--- src/rtl/ioctl_streamer_if.sv ---
// ROM source request bus plus the ioctl download write bus driven by ioctl_streamer.
interface ioctl_streamer_if;
   localparam int unsigned SRC_AW = 20;
   localparam int unsigned IO_AW  = 25;
   localparam int unsigned DW     = 8;

   logic [SRC_AW-1:0] src_addr;
   logic              src_req;
   logic              src_ack;
   logic              src_valid;
   logic [DW-1:0]     src_data;

   logic              ioctl_download;
   logic [DW-1:0]     ioctl_index;
   logic [IO_AW-1:0]  ioctl_addr;
   logic [DW-1:0]     ioctl_data;
   logic              ioctl_wr;

   modport master (
      output src_addr, src_req, ioctl_download, ioctl_index, ioctl_addr, ioctl_data, ioctl_wr,
      input  src_ack, src_valid, src_data
   );

   modport slave (
      input  src_addr, src_req, ioctl_download, ioctl_index, ioctl_addr, ioctl_data, ioctl_wr,
      output src_ack, src_valid, src_data
   );
endinterface

--- src/rtl/ioctl_streamer.sv ---
// Streams game index, DIP bytes and ROM image over the ioctl download bus,
// fetching ROM bytes one at a time from a req/ack/valid source.
module ioctl_streamer #(
   parameter int unsigned WR_GAP = 3
) (
   input  logic             clk,
   input  logic             reset_n,
   input  logic             start,
   input  logic [3:0]       game_index,
   input  logic [7:0]       dip_1,
   input  logic [7:0]       dip_2,
   input  logic [19:0]      rom_len,
   output logic             busy,
   output logic             done,
   ioctl_streamer_if.master bus
);

   localparam int unsigned CNT_W    = 20;
   localparam int unsigned ADDR_W   = 25;
   localparam int unsigned DW       = 8;
   localparam int unsigned GAP_W    = 4;
   localparam int unsigned DIP_W    = 3;
   localparam logic [GAP_W-1:0] GAP_LOAD = GAP_W'(WR_GAP);
   localparam logic [DW-1:0]    IDX_GAME = 8'd1;
   localparam logic [DW-1:0]    IDX_DIP  = 8'd254;
   localparam logic [DW-1:0]    IDX_ROM  = 8'd0;

   typedef enum logic [2:0] {
      IDLE, IDX, DIP, ROM_REQ, ROM_WAIT, ROM_WR, GAP, FINISH
   } state_t;

   state_t              state_q, state_d;
   state_t              phase_q, phase_d;
   logic                busy_q, busy_d;
   logic                done_q, done_d;
   logic                download_q, download_d;
   logic [DW-1:0]       index_q, index_d;
   logic [ADDR_W-1:0]   addr_q, addr_d;
   logic [DW-1:0]       data_q, data_d;
   logic                wr_q, wr_d;
   logic [CNT_W-1:0]    src_addr_q, src_addr_d;
   logic                src_req_q, src_req_d;
   logic [GAP_W-1:0]    gap_q, gap_d;
   logic [CNT_W-1:0]    byte_q, byte_d;
   logic [DIP_W-1:0]    dip_idx_q, dip_idx_d;
   logic [DW-1:0]       dip1_q, dip1_d;
   logic [DW-1:0]       dip2_q, dip2_d;
   logic [CNT_W-1:0]    rom_len_q, rom_len_d;
   logic [DW-1:0]       rom_byte_q, rom_byte_d;

   logic [CNT_W-1:0]    last_byte_c;
   logic [CNT_W-1:0]    byte_nxt_c;
   logic [DIP_W-1:0]    dip_nxt_c;

   assign last_byte_c = rom_len_q - CNT_W'(1);
   assign byte_nxt_c  = byte_q + CNT_W'(1);
   assign dip_nxt_c   = dip_idx_q + DIP_W'(1);

   // State and registered outputs
   always_ff @(posedge clk or negedge reset_n) begin
      if (!reset_n) begin
         state_q    <= IDLE;
         phase_q    <= IDLE;
         busy_q     <= 1'b0;
         done_q     <= 1'b0;
         download_q <= 1'b0;
         index_q    <= '0;
         addr_q     <= '0;
         data_q     <= '0;
         wr_q       <= 1'b0;
         src_addr_q <= '0;
         src_req_q  <= 1'b0;
         gap_q      <= '0;
         byte_q     <= '0;
         dip_idx_q  <= '0;
         dip1_q     <= '0;
         dip2_q     <= '0;
         rom_len_q  <= '0;
         rom_byte_q <= '0;
      end else begin
         state_q    <= state_d;
         phase_q    <= phase_d;
         busy_q     <= busy_d;
         done_q     <= done_d;
         download_q <= download_d;
         index_q    <= index_d;
         addr_q     <= addr_d;
         data_q     <= data_d;
         wr_q       <= wr_d;
         src_addr_q <= src_addr_d;
         src_req_q  <= src_req_d;
         gap_q      <= gap_d;
         byte_q     <= byte_d;
         dip_idx_q  <= dip_idx_d;
         dip1_q     <= dip1_d;
         dip2_q     <= dip2_d;
         rom_len_q  <= rom_len_d;
         rom_byte_q <= rom_byte_d;
      end
   end

   // Next state and next output values; every write reloads the spacing counter
   always_comb begin
      state_d    = state_q;
      phase_d    = phase_q;
      busy_d     = busy_q;
      done_d     = 1'b0;
      download_d = download_q;
      index_d    = index_q;
      addr_d     = addr_q;
      data_d     = data_q;
      wr_d       = 1'b0;
      src_addr_d = src_addr_q;
      src_req_d  = src_req_q;
      gap_d      = (gap_q == '0) ? '0 : gap_q - GAP_W'(1);
      byte_d     = byte_q;
      dip_idx_d  = dip_idx_q;
      dip1_d     = dip1_q;
      dip2_d     = dip2_q;
      rom_len_d  = rom_len_q;
      rom_byte_d = rom_byte_q;

      unique case (state_q)
         IDLE: begin
            if (start) begin
               state_d    = IDX;
               busy_d     = 1'b1;
               download_d = 1'b1;
               index_d    = IDX_GAME;
               addr_d     = '0;
               data_d     = {4'h0, game_index};
               wr_d       = 1'b1;
               gap_d      = GAP_LOAD;
               dip1_d     = dip_1;
               dip2_d     = dip_2;
               rom_len_d  = rom_len;
            end
         end

         IDX: begin
            state_d    = GAP;
            phase_d    = DIP;
            download_d = 1'b0;
            index_d    = IDX_DIP;
         end

         DIP: begin
            if (wr_q && dip_idx_q == DIP_W'(7)) begin
               state_d    = GAP;
               phase_d    = (rom_len_q == '0) ? FINISH : ROM_REQ;
               download_d = 1'b0;
               index_d    = IDX_ROM;
            end else if (gap_q == '0) begin
               dip_idx_d = dip_nxt_c;
               addr_d    = ADDR_W'(dip_nxt_c);
               data_d    = (dip_idx_q == '0) ? dip2_q : 8'hFF;
               wr_d      = 1'b1;
               gap_d     = GAP_LOAD;
            end
         end

         ROM_REQ: begin
            // ack and valid together count as ack followed by valid
            if (bus.src_ack) begin
               src_req_d = 1'b0;
               if (bus.src_valid) begin
                  rom_byte_d = bus.src_data;
                  state_d    = ROM_WR;
               end else begin
                  state_d = ROM_WAIT;
               end
            end
         end

         ROM_WAIT: begin
            if (bus.src_valid) begin
               rom_byte_d = bus.src_data;
               state_d    = ROM_WR;
            end
         end

         ROM_WR: begin
            if (wr_q) begin
               if (byte_q == last_byte_c) begin
                  state_d    = GAP;
                  phase_d    = FINISH;
                  download_d = 1'b0;
               end else begin
                  byte_d     = byte_nxt_c;
                  src_addr_d = byte_nxt_c;
                  src_req_d  = 1'b1;
                  state_d    = ROM_REQ;
               end
            end else if (gap_q == '0) begin
               addr_d = ADDR_W'(byte_q);
               data_d = rom_byte_q;
               wr_d   = 1'b1;
               gap_d  = GAP_LOAD;
            end
         end

         GAP: begin
            // download stays low for exactly WR_GAP cycles after the last write of a phase
            if (gap_q == '0) begin
               state_d = phase_q;
               unique case (phase_q)
                  DIP: begin
                     download_d = 1'b1;
                     dip_idx_d  = '0;
                     addr_d     = '0;
                     data_d     = dip1_q;
                     wr_d       = 1'b1;
                     gap_d      = GAP_LOAD;
                  end
                  ROM_REQ: begin
                     download_d = 1'b1;
                     byte_d     = '0;
                     src_addr_d = '0;
                     src_req_d  = 1'b1;
                  end
                  FINISH: begin
                     done_d = 1'b1;
                  end
                  default: begin
                     state_d = IDLE;
                     busy_d  = 1'b0;
                  end
               endcase
            end
         end

         FINISH: begin
            state_d = IDLE;
            busy_d  = 1'b0;
         end

         default: begin
            state_d = IDLE;
         end
      endcase
   end

   assign busy               = busy_q;
   assign done               = done_q;
   assign bus.ioctl_download = download_q;
   assign bus.ioctl_index    = index_q;
   assign bus.ioctl_addr     = addr_q;
   assign bus.ioctl_data     = data_q;
   assign bus.ioctl_wr       = wr_q;
   assign bus.src_addr       = src_addr_q;
   assign bus.src_req        = src_req_q;

endmodule

--- src/flat_wrapper.sv ---
// flat-port wrapper written by rule: the top's interface ports become plain ports
module ioctl_streamer_flat 
#(
   parameter int unsigned WR_GAP = 3
)
  (clk, reset_n, start, game_index, dip_1, dip_2, rom_len, busy, done, bus_src_addr, bus_src_req, bus_ioctl_download, bus_ioctl_index, bus_ioctl_addr, bus_ioctl_data, bus_ioctl_wr, bus_src_ack, bus_src_valid, bus_src_data);
  ioctl_streamer_if bus_i ();
  input  logic clk;
  input  logic reset_n;
  input  logic start;
  input  logic [3:0] game_index;
  input  logic [7:0] dip_1;
  input  logic [7:0] dip_2;
  input  logic [19:0] rom_len;
  output logic busy;
  output logic done;
  output wire logic [$bits(bus_i.src_addr)-1:0] bus_src_addr;
  output wire logic [$bits(bus_i.src_req)-1:0] bus_src_req;
  output wire logic [$bits(bus_i.ioctl_download)-1:0] bus_ioctl_download;
  output wire logic [$bits(bus_i.ioctl_index)-1:0] bus_ioctl_index;
  output wire logic [$bits(bus_i.ioctl_addr)-1:0] bus_ioctl_addr;
  output wire logic [$bits(bus_i.ioctl_data)-1:0] bus_ioctl_data;
  output wire logic [$bits(bus_i.ioctl_wr)-1:0] bus_ioctl_wr;
  input wire logic [$bits(bus_i.src_ack)-1:0] bus_src_ack;
  input wire logic [$bits(bus_i.src_valid)-1:0] bus_src_valid;
  input wire logic [$bits(bus_i.src_data)-1:0] bus_src_data;
  assign bus_src_addr = bus_i.src_addr;
  assign bus_src_req = bus_i.src_req;
  assign bus_ioctl_download = bus_i.ioctl_download;
  assign bus_ioctl_index = bus_i.ioctl_index;
  assign bus_ioctl_addr = bus_i.ioctl_addr;
  assign bus_ioctl_data = bus_i.ioctl_data;
  assign bus_ioctl_wr = bus_i.ioctl_wr;
  assign bus_i.src_ack = bus_src_ack;
  assign bus_i.src_valid = bus_src_valid;
  assign bus_i.src_data = bus_src_data;
  ioctl_streamer #(.WR_GAP(WR_GAP)) u_core (.clk(clk), .reset_n(reset_n), .start(start), .game_index(game_index), .dip_1(dip_1), .dip_2(dip_2), .rom_len(rom_len), .busy(busy), .done(done), .bus(bus_i));
endmodule
--- config.mk ---
export PLATFORM = sky130hd
export DESIGN_NAME = ioctl_streamer_flat
export DESIGN_NICKNAME = d
export VERILOG_FILES = /design/src/rtl/ioctl_streamer_if.sv /design/src/rtl/ioctl_streamer.sv /design/src/flat_wrapper.sv
export SDC_FILE = /design/constraint.sdc
export NUM_CORES = 1
export LEC_CHECK = 0
export ABC_CLOCK_PERIOD_IN_PS = 4000
export BUFFER_PORTS_ARGS = -buffer_cell sky130_fd_sc_hd__buf_4
export CORE_AREA = 2 2 108 110
export CTS_CLUSTER_SIZE = 8
export DETAILED_ROUTE_END_ITERATION = 16
export DIE_AREA = 0 0 110 112
export PLACE_DENSITY = 0.79
export SLEW_MARGIN = 40
export SYNTH_ARGS = -nofsm -noshare
export SYNTH_HDL_FRONTEND = slang
export SYNTH_SLANG_ARGS = --single-unit
export TNS_END_PERCENT = 100
--- constraint.sdc ---
create_clock -name clk -period 4 [get_ports clk]
set_clock_uncertainty 0.15 [all_clocks]
set_input_delay 0.4 -clock clk [delete_from_list [all_inputs] [get_ports clk]]
set_output_delay 0.4 -clock clk [all_outputs]
set_load 0.03 [all_outputs]
==> flow_summary.toml, run 1 <==
[run_status]
status = "completed"

[critical_path]
crit_type = "reg2reg"
crit_chain = "inv_1, ha_1, nor4b_2, and3_1, xor2_1, o221ai_1, o211ai_1, nor4_2, nor2_1, buf_4, mux2i_1"
r2r-end = "u_core.bus.src_addr[1]$_DFFE_PN0P_"
critPathArrivalTime_ns = 3.65
cp_slowest_stage_delay_ns = 0.50
required_ns = 4.13
r2r_start = "u_core.rom_len_q[0]$_DFFE_PN0P_"
cp_top_family = "simple AND/OR/NAND/NOR gates"
start_kind = "flip-flop"
slowest_stage = "nor2_1"
reg2reg_slack_ns = 0.48
worstPathMaxFanout = 9
end_kind = "flip-flop"
reg2regPathDepth = 11
cp.buffers_inverters = 2

[yosys]
synth_top_area_share_pct = 46.0
synth-async-reset-ratio_pct = 100
yosys.area.top_type = "dfrtp_1"
ys_types = 65
ys_top_cells_by_count = "dfrtp_1, nand2_1, nor2_1"
syn_area_um2 = 6090
synth_edf_count = 0
syn_area_per_cell_um2 = 9.45
yosysMostFrequentCell = "dfrtp_1"
ys_seq_area_share_pct = 46.0
netlist_instances = 645
synth-seq-cells = 112
yosys_warnings = 0
synth.area.top_cells = "dfrtp_1, mux2_2, nand2_1"
synthFlopType = "dfrtp_1"

[route]
wl_met1_um = 6790
wl_met2_um = 7930
drt_iter0_markers = 479
via_per_inst = 6.18
drc = 0
wl_met3_um = 1350
wl_per_cell_um = 18.7
dr.pass1.iters = 5
vias = 5437
drt-total-wl_um = 16400
antenna_left = 0
top_layer_used = "met4"

[job]
max_cap_violations = 0

[clock_network]
h-tree-depth = 3
clockRootBuffer = "clkbuf_16"
insertion_delay_ns = 0.35
clkSlewWorstSetupHoldPaths_ns = 0.07
cts_buffer_depth = 2
cts_inserted_buffers = 9
tritoncts = "built"
clock_sinks = 112

[grt]
grt_pass1_vias = 5183
gr-total-overflow = 0
grt_usage_pct = 27.7
grt_pass1_wl_um = 26500
antenna_found_initial = 0
grt_max_degree = 73

[worst_hold_path]
min_to = "u_core.rom_len_q[2]$_DFFE_PN0P_"
hold_start = "rom_len[2]"
hold_depth = 3
min_path_type = "in2reg"

[pwr]
switching_share_pct = 44.1
combPwrFrac_pct = 48.2
ir_drop_uv = 448
power_density_nw_per_um2 = 843
pwr-share-seq_pct = 34.6
p_int_uw = 3460
clkPwrFrac_pct = 17.1
switching_power_uw = 2730
leakage_uw = 0.00332

[sta]
fin_setup_tns_ns = 0
fin_crit_ns = 3.52
drv_slew = 0
tightest_slew_ns = 0.803
timing.final.crit_share_pct = 88.0
hold_viol = 0
setup_violations = 0
maxSlewHeadroom_pct = 46.5
fmax_ghz = 0.284
rsz0062_at_grt = "false"

[floorplanning]
io_pins = 119
start_util_pct = 54.5
dieArea_um2 = 12300
die_w_um = 110
core_um2 = 11200
fp.dieH_um = 112
rows = 39

[final_layout]
layoutNonFillerInstCount = 880
antenna_cells = 0
layout.nets = 793
layout-drive-gt1-share_pct = 27.7
area_delta_synth_final_pct = 20.6

[placed_design]
portBuffers = 113
dpl.cell_count = 864
gp_congestion = 0.914
hpwl_um = 11400
==> flip-flops by register name, indices dropped and copies added (netlist names), 2 cells and up <==
name	cells
u_core.dip1_q	8
u_core.dip_idx_q	3
u_core.bus.ioctl_data	8
u_core.rom_byte_q	8
u_core.phase_q	3
u_core.dip2_q	8
u_core.gap_q	4
u_core.bus.ioctl_index	2
u_core.bus.ioctl_addr	20
u_core.bus.src_addr	20
u_core.state_q	3
u_core.rom_len_q	20
==> power groups by stage <==
stage,sequential (µW),clock [µW],combinational (µW)
after floorplan,2280,0,1850
after global placement,2110,0,2820
after detailed placement,2140,0,2940
after CTS,2130,1060,2960
after global routing,2220,1120,3230
final,2140,1060,2990
==> worst register-to-register path, stage by stage, from the launching register on <==
cell	delay, ns
dfrtp_1	0.42
inv_1	0.11
ha_1	0.29
nor4b_2	0.46
and3_1	0.36
xor2_1	0.17
o221ai_1	0.13
o211ai_1	0.26
nor4_2	0.11
nor2_1	0.50
buf_4	0.28
mux2i_1	0.19
==> cell usage in the layout (no fill, tap or decap), types with 3 or more instances in the layout <==
master       n
o21ai_1     14
nor4_1      16
nor3_1      10
dfrtp_1    112
o31ai_1      3
bufinv_16    3
a21oi_1     16
nor2_1      43
a41oi_1      5
a222oi_1     4
clkbuf_16    9
o211ai_1     3
xnor2_1     15
o22ai_1      3
a31oi_1     11
a32oi_1     13
xor2_1      11
ha_1         7
conb_1       5
nor4b_1      3
inv_1       12
nand2_1    100
mux2_2      42
nor2b_1      5
and2_1       6
nand4_1      6
nand3_1     31
mux2i_1      4
and3_1       8
a221oi_1     4
or2_2        6
o21ai_0     30
nand2b_1     8
buf_4      124
==> routing by layer <==
metal  global-route usage, %  vias to the layer above
met3                    4.92                       36
met4                    8.61                        0
li1                        -                     2475
met1                    40.0                     2618
met2                    42.4                      308
met5                       0                        -
==> layout make-up <==
class / instances / area [µm²]
clock buffers: 11 / 253
clock inverters: 4 / 98.8
fillers: 897 / 3830
inverters: 13 / 48.8
multi-input cells: 470 / 2990
flip-flops and latches: 112 / 2800
well taps: 143 / 179
repair buffers: 127 / 972
==> stage by stage <==
stage / area [µm²] / setup slack [ns] / hold slack (ns) / total power [µW] / util [%]
floorplan: 6110 / 1.02 / -0.0456 / 4130 / -
global placement: 6980 / 0.770 / 0.300 / 4940 / 62.5
detailed placement: 6990 / 0.554 / 0.307 / 5080 / 62.5
CTS: 7350 / 0.546 / 0.109 / 6150 / 65.8
global route: 7350 / 0.207 / 0.122 / 6570 / 65.8
finish: 7350 / 0.480 / 0.109 / 6190 / 65.8
==> repair_timing <==
action / CTS / global route
hold buffers: 1 / 0
resized for setup: 0 / 0
buffers inserted: 0 / 0
endpoints found under the hold margin: 71 / 0
==> worst max-delay path by stage <==
stage	start	to	slack (ns)	cells past startpoint
2_1_floorplan	u_core.rom_len_q[0]$_DFFE_PN0P_	u_core.bus.src_addr[16]$_DFFE_PN0P_	1.02	11
3_3_place_gp	u_core.rom_len_q[0]$_DFFE_PN0P_	u_core.bus.src_addr[1]$_DFFE_PN0P_	0.77	11
3_5_place_dp	u_core.rom_len_q[0]$_DFFE_PN0P_	u_core.bus.src_addr[1]$_DFFE_PN0P_	0.55	11
4_1_cts	u_core.rom_len_q[0]$_DFFE_PN0P_	u_core.bus.src_addr[1]$_DFFE_PN0P_	0.55	11
5_1_grt	u_core.rom_len_q[0]$_DFFE_PN0P_	u_core.bus.src_addr[1]$_DFFE_PN0P_	0.21	11
6_report	u_core.rom_len_q[0]$_DFFE_PN0P_	u_core.bus.src_addr[1]$_DFFE_PN0P_	0.48	11
==> cell families (layout without fill, tap and decap cells) <==
group	after synthesis	after routing	synth area share, %
flops	112	112	46.0
mux	46	46	8.42
buf+inv	67	155	5.21
xor+xnor	26	26	3.74
fa+ha+maj	7	7	1.44
simple gates	261	261	21.5
other cells	1	5	0.0615
compound gates	125	125	13.6
Note: power is estimated with default switching activity, not from simulation.
==> run 2: changes to the inputs <==
- CAP_MARGIN: not set -> 25
- CTS_BUF_LIST: not set -> sky130_fd_sc_hd__clkbuf_16
==> run 2 against run 1 <==
Compared with the run above: fmax grew 0.32%; clock power shrank 4%; die area is the same; largest cell class unchanged; sequential share of layout area grew 0.10 points; cell count is the same; design area shrank 0.27%; non-clock buffer count is the same; largest power group unchanged.
==> flow_summary.toml, run 2 (synthesis gave the netlist of run 1 again) <==
[floorplanning]
die_w_um = 110
dieArea_um2 = 12300
core_um2 = 11200
fp.dieH_um = 112
io_pins = 119
rows = 39
start_util_pct = 54.5

[final_layout]
antenna_cells = 0
multi_input_area_um2 = 2990
layout.nets = 793
area_delta_synth_final_pct = 20.2
layoutNonFillerInstCount = 880
final_common_cell = "buf_4"
stdcell_area_um2 = 7330
fill_cells = 896
layout-drive-gt1-share_pct = 27.4
final_cell_mix = "buf_4, dfrtp_1, nand2_1"
seq_area_um2 = 2800

[worst_hold_path]
hold_start = "rom_len[2]"
min_path_type = "in2reg"

[clock_network]
postCtsSetupBuffers = 0
cts_inserted_buffers = 9
h-tree-depth = 3
tritoncts = "built"
clock_sinks = 112
cts_buffer_depth = 2
clkSlewWorstSetupHoldPaths_ns = 0.07
insertion_delay_ns = 0.35
clockRootBuffer = "clkbuf_16"

[placed_design]
portBuffers = 113
place_area_um2 = 6990
gp_congestion = 0.914
hpwl_um = 11400
place_ws_ns = 0.554
dpl.cell_count = 864

[sta]
setup_violations = 0
timing.final.crit_share_pct = 87.7
fin_ws_ns = 0.491
fin_setup_tns_ns = 0
maxSlewHeadroom_pct = 45.5
fin_crit_ns = 3.51
drv_slew = 0
tightest_slew_ns = 0.817
hold_viol = 0
rsz0062_at_grt = "false"
fmax_ghz = 0.285

[route]
via_per_inst = 6.13
drt_iter0_markers = 516
antenna_left = 0
drt-total-wl_um = 16400
vias = 5393
drc = 0
dr.pass1.iters = 5
wl_per_cell_um = 18.6

[critical_path]
critPathLaunch = "u_core.rom_len_q[0]$_DFFE_PN0P_"
worstPathMaxFanout = 9
cp_slowest_stage_delay_ns = 0.50
required_ns = 4.13
start_kind = "flip-flop"
critPathArrivalTime_ns = 3.64
r2r_start = "u_core.rom_len_q[0]$_DFFE_PN0P_"
end_kind = "flip-flop"
crit_type = "reg2reg"
slowest_stage = "nor2_1"
crit_chain = "inv_1, ha_1, nor4b_2, and3_1, xor2_1, o221ai_1, o211ai_1, nor4_2, nor2_1, buf_4, mux2i_1"

[pwr]
power_density_nw_per_um2 = 839
ir_drop_uv = 447
leakage_uw = 0.00331
p_total_uw = 6150

[grt]
grt_max_degree = 73
grt_usage_pct = 27.7
gr-total-overflow = 0
grt_pass1_wl_um = 26500
grt_pass1_vias = 5194
antenna_found_initial = 0

[run_status]
status = "completed"

[job]
max_cap_violations = 0
-- run 2: cell count changes in the layout (fill, tap and decap cells not counted) --
cell	previous run	this run
clkbuf_8	2	0
clkinv_1	1	3
-- run 2: worst max-delay path, delay by kind of cell (launching register included) --
kind,cells,cell delay (ns)
mux,1,0.18
fa+ha+maj,1,0.29
flops,1,0.42
buf+inv,2,0.39
simple gates,4,1.43
compound gates,2,0.39
xor+xnor,1,0.17
-- run 2: what timing repair did --
action	4_1_cts	5_1_grt
endpoints found under the setup margin	0	0
hold endpoints to repair	71	0
hold buffers	1	0
gates resized for setup	0	0
-- run 2: final timing paths --
check	end	slack [ns]	cells after the start
max	u_core.bus.src_addr[1]$_DFFE_PN0P_	0.49	11
min	u_core.rom_len_q[2]$_DFFE_PN0P_	0.11	3
max reg2reg	u_core.bus.src_addr[1]$_DFFE_PN0P_	0.49	11
min reg2reg	u_core.bus.ioctl_addr[17]$_DFFE_PN0P_	0.32	2
max in group asynchronous	u_core.bus.ioctl_addr[6]$_DFFE_PN0P_	2.53	3
min in group asynchronous	u_core.bus.ioctl_data[6]$_DFFE_PN0P_	0.50	2
-- run 2: metal layers --
metal	up-vias	wire length (µm)	GRT usage, %
li1	2476	-	-
met1	2581	6620	39.7
met2	291	7890	42.5
met3	45	1450	5.04
met4	0	435	9.03
met5	-	0	0
-- run 2: final cells by class --
class                      instances  area share [%]
multi-input combinational        470            40.9
sequential                       112            38.2
timing repair buffer             127            13.3
clock buffer                       9            3.07
tap                              143            2.44
clock inverter                     6            1.45
inverter                          13           0.666
-- run 2: stage by stage --
stage	utilization, %	hold slack [ns]
2_1_floorplan	-	-0.0456
3_3_place_gp	62.5	0.300
3_5_place_dp	62.5	0.307
4_1_cts	65.6	0.108
5_1_grt	65.6	0.121
6_report	65.6	0.109
-- run 2: where the power goes --
part	internal (µW)	switching [µW]	leakage (µW)	total, µW
Clock	607	414	0.000161	1020
Sequential	1600	547	0.00132	2140
Combinational	1220	1760	0.00183	2980
Total	3420	2720	0.00331	6150
==> run 3: changes to the inputs <==
- CORE_AREA: 2 2 108 110 -> 2 2 135 137
- DIE_AREA: 0 0 110 112 -> 0 0 137 139
- PLACE_DENSITY: 0.79 -> not set
==> run 3 against run 2 <==
Compared with the run above: non-clock buffer count increased by 3; count of clock-buffer cells in the layout stayed put; combinational power barely moved; clock power decreased by 9.5%; setup slack better by 0.20 ns; register-to-register slack better by 0.20 ns; largest power group unchanged.
==> flow_summary.toml, run 3 (synthesis gave the netlist of run 1 again) <==
[clock_network]
tritoncts = "built"
postCtsResizedCells = 0
cts_inserted_buffers = 9
clkSlewWorstSetupHoldPaths_ns = 0.08
h-tree-depth = 3
clockRootBuffer = "clkbuf_16"
clock_sinks = 112
cts_buffer_depth = 2
insertion_delay_ns = 0.37

[route]
antenna_left = 0
wl_per_cell_um = 17.3
drc = 0
vias = 5167
dr.pass1.iters = 4
drt_iter0_markers = 342
via_per_inst = 5.33
drt-total-wl_um = 16800

[sta]
hold_viol = 0
tightest_slew_ns = 0.852
drv_slew = 0
rsz0062_at_grt = "false"
maxSlewHeadroom_pct = 43.2
timing.final.crit_share_pct = 82.8
fmax_ghz = 0.302
fin_setup_tns_ns = 0
setup_violations = 0
fin_crit_ns = 3.31

[placed_design]
hpwl_um = 11600
gp_congestion = 0.869
dpl.cell_count = 953
portBuffers = 113

[floorplanning]
die_w_um = 137
io_pins = 119
fp.dieH_um = 139
start_util_pct = 34.5
rows = 49
dieArea_um2 = 19000
core_um2 = 17700

[critical_path]
critPathArrivalTime_ns = 3.38
start_kind = "flip-flop"
worstPathMaxFanout = 22
required_ns = 4.07
crit_type = "reg2reg"
end_kind = "flip-flop"

[grt]
grt_usage_pct = 18.4
grt_pass1_wl_um = 27200
gr-total-overflow = 0
antenna_found_initial = 0
grt_max_degree = 73
grt_pass1_vias = 4852

[pwr]
ir_drop_uv = 325
leakage_uw = 0.00330
power_density_nw_per_um2 = 807

[final_layout]
area_delta_synth_final_pct = 21.8
layoutNonFillerInstCount = 970
final_cell_mix = "buf_4, dfrtp_1, nand2_1"
antenna_cells = 0
layout-drive-gt1-share_pct = 28.2
fill_cells = 1795
layout.nets = 796
final_common_cell = "buf_4"

[job]
max_cap_violations = 0

[worst_hold_path]
min_path_type = "in2reg"

[run_status]
status = "completed"
run 3: changes by cell type in the layout (fill, tap and decap cells not counted), moves of 2 or more:
| cell | previous run | this run |
|---|---|---|
| inv_8 | 0 | 2 |
| clkinv_1 | 3 | 1 |
| buf_4 | 124 | 127 |
| clkinvlp_4 | 0 | 2 |
| bufinv_16 | 3 | 0 |
run 3: final cells by class:
type,instances,area [µm²],share of cell area (%)
multi-input combinational,470,3000,40.4
clock buffer,9,225,3.03
tap,229,287,3.86
inverter,13,48.8,0.657
sequential,112,2800,37.7
clock inverter,7,71.3,0.960
timing repair buffer,130,995,13.4
run 3: critical path, stage by stage (launching register included):
cell and delay [ns]:
dfrtp_1 0.43, inv_1 0.09, ha_1 0.25, or4b_4 0.54, nor2_4 0.13, xor2_1 0.15
a41oi_1 0.13, a22o_1 0.27, or4_4 0.65, a32oi_1 0.28, o21ai_1 0.10
run 3: power breakdown:
group          internal [µW]  leakage (µW)  switching (µW)  total (µW)
combinational           1230       0.00184            1730        2960
sequential              1600       0.00132             515        2110
clock                    442      0.000139             481         923
total                   3270       0.00330            2730        6000
run 3: timing repair:
item	in CTS	in global routing
endpoints found under the hold margin	70	0
hold buffers	1	0
buffers inserted	0	0
run 3: routing by layer:
metal / wire, µm / vias up / track usage [%]
li1: - / 2489 / -
met1: 8220 / 2484 / 28.0
met2: 7180 / 174 / 25.6
met3: 1020 / 20 / 3.47
met4: 333 / 0 / 6.73
met5: 0 / - / 0
run 3: worst paths after layout:
| path | from | endpoint | slack (ns) | depth (start not counted) |
|---|---|---|---|---|
| setup / recovery | u_core.rom_len_q[0]$_DFFE_PN0P_ | u_core.bus.src_addr[14]$_DFFE_PN0P_ | 0.69 | 10 |
| hold / removal | rom_len[1] | u_core.rom_len_q[1]$_DFFE_PN0P_ | 0.1 | 3 |
| setup reg to reg | u_core.rom_len_q[0]$_DFFE_PN0P_ | u_core.bus.src_addr[14]$_DFFE_PN0P_ | 0.69 | 10 |
| hold reg to reg | u_core.bus.ioctl_addr[18]$_DFFE_PN0P_ | u_core.bus.ioctl_addr[18]$_DFFE_PN0P_ | 0.32 | 2 |
| max in group asynchronous | reset_n | u_core.bus.ioctl_addr[16]$_DFFE_PN0P_ | 2.44 | 3 |
| min in group asynchronous | reset_n | u_core.dip1_q[5]$_DFFE_PN0P_ | 0.45 | 2 |
run 3: per-stage QoR:
stage | hold slack, ns | cell area [µm²] | util (%) | worst slack, ns | power, µW
after global routing | 0.0975 | 7430 | 42.1 | 0.447 | 6450
after global placement | 0.301 | 7110 | 40.3 | 0.536 | 5050
after detailed placement | 0.309 | 7120 | 40.3 | 0.705 | 5090
final | 0.0965 | 7430 | 42.1 | 0.687 | 6000
after floorplan | -0.0456 | 6110 | - | 1.02 | 4130
after CTS | 0.0803 | 7430 | 42.1 | 0.696 | 6040
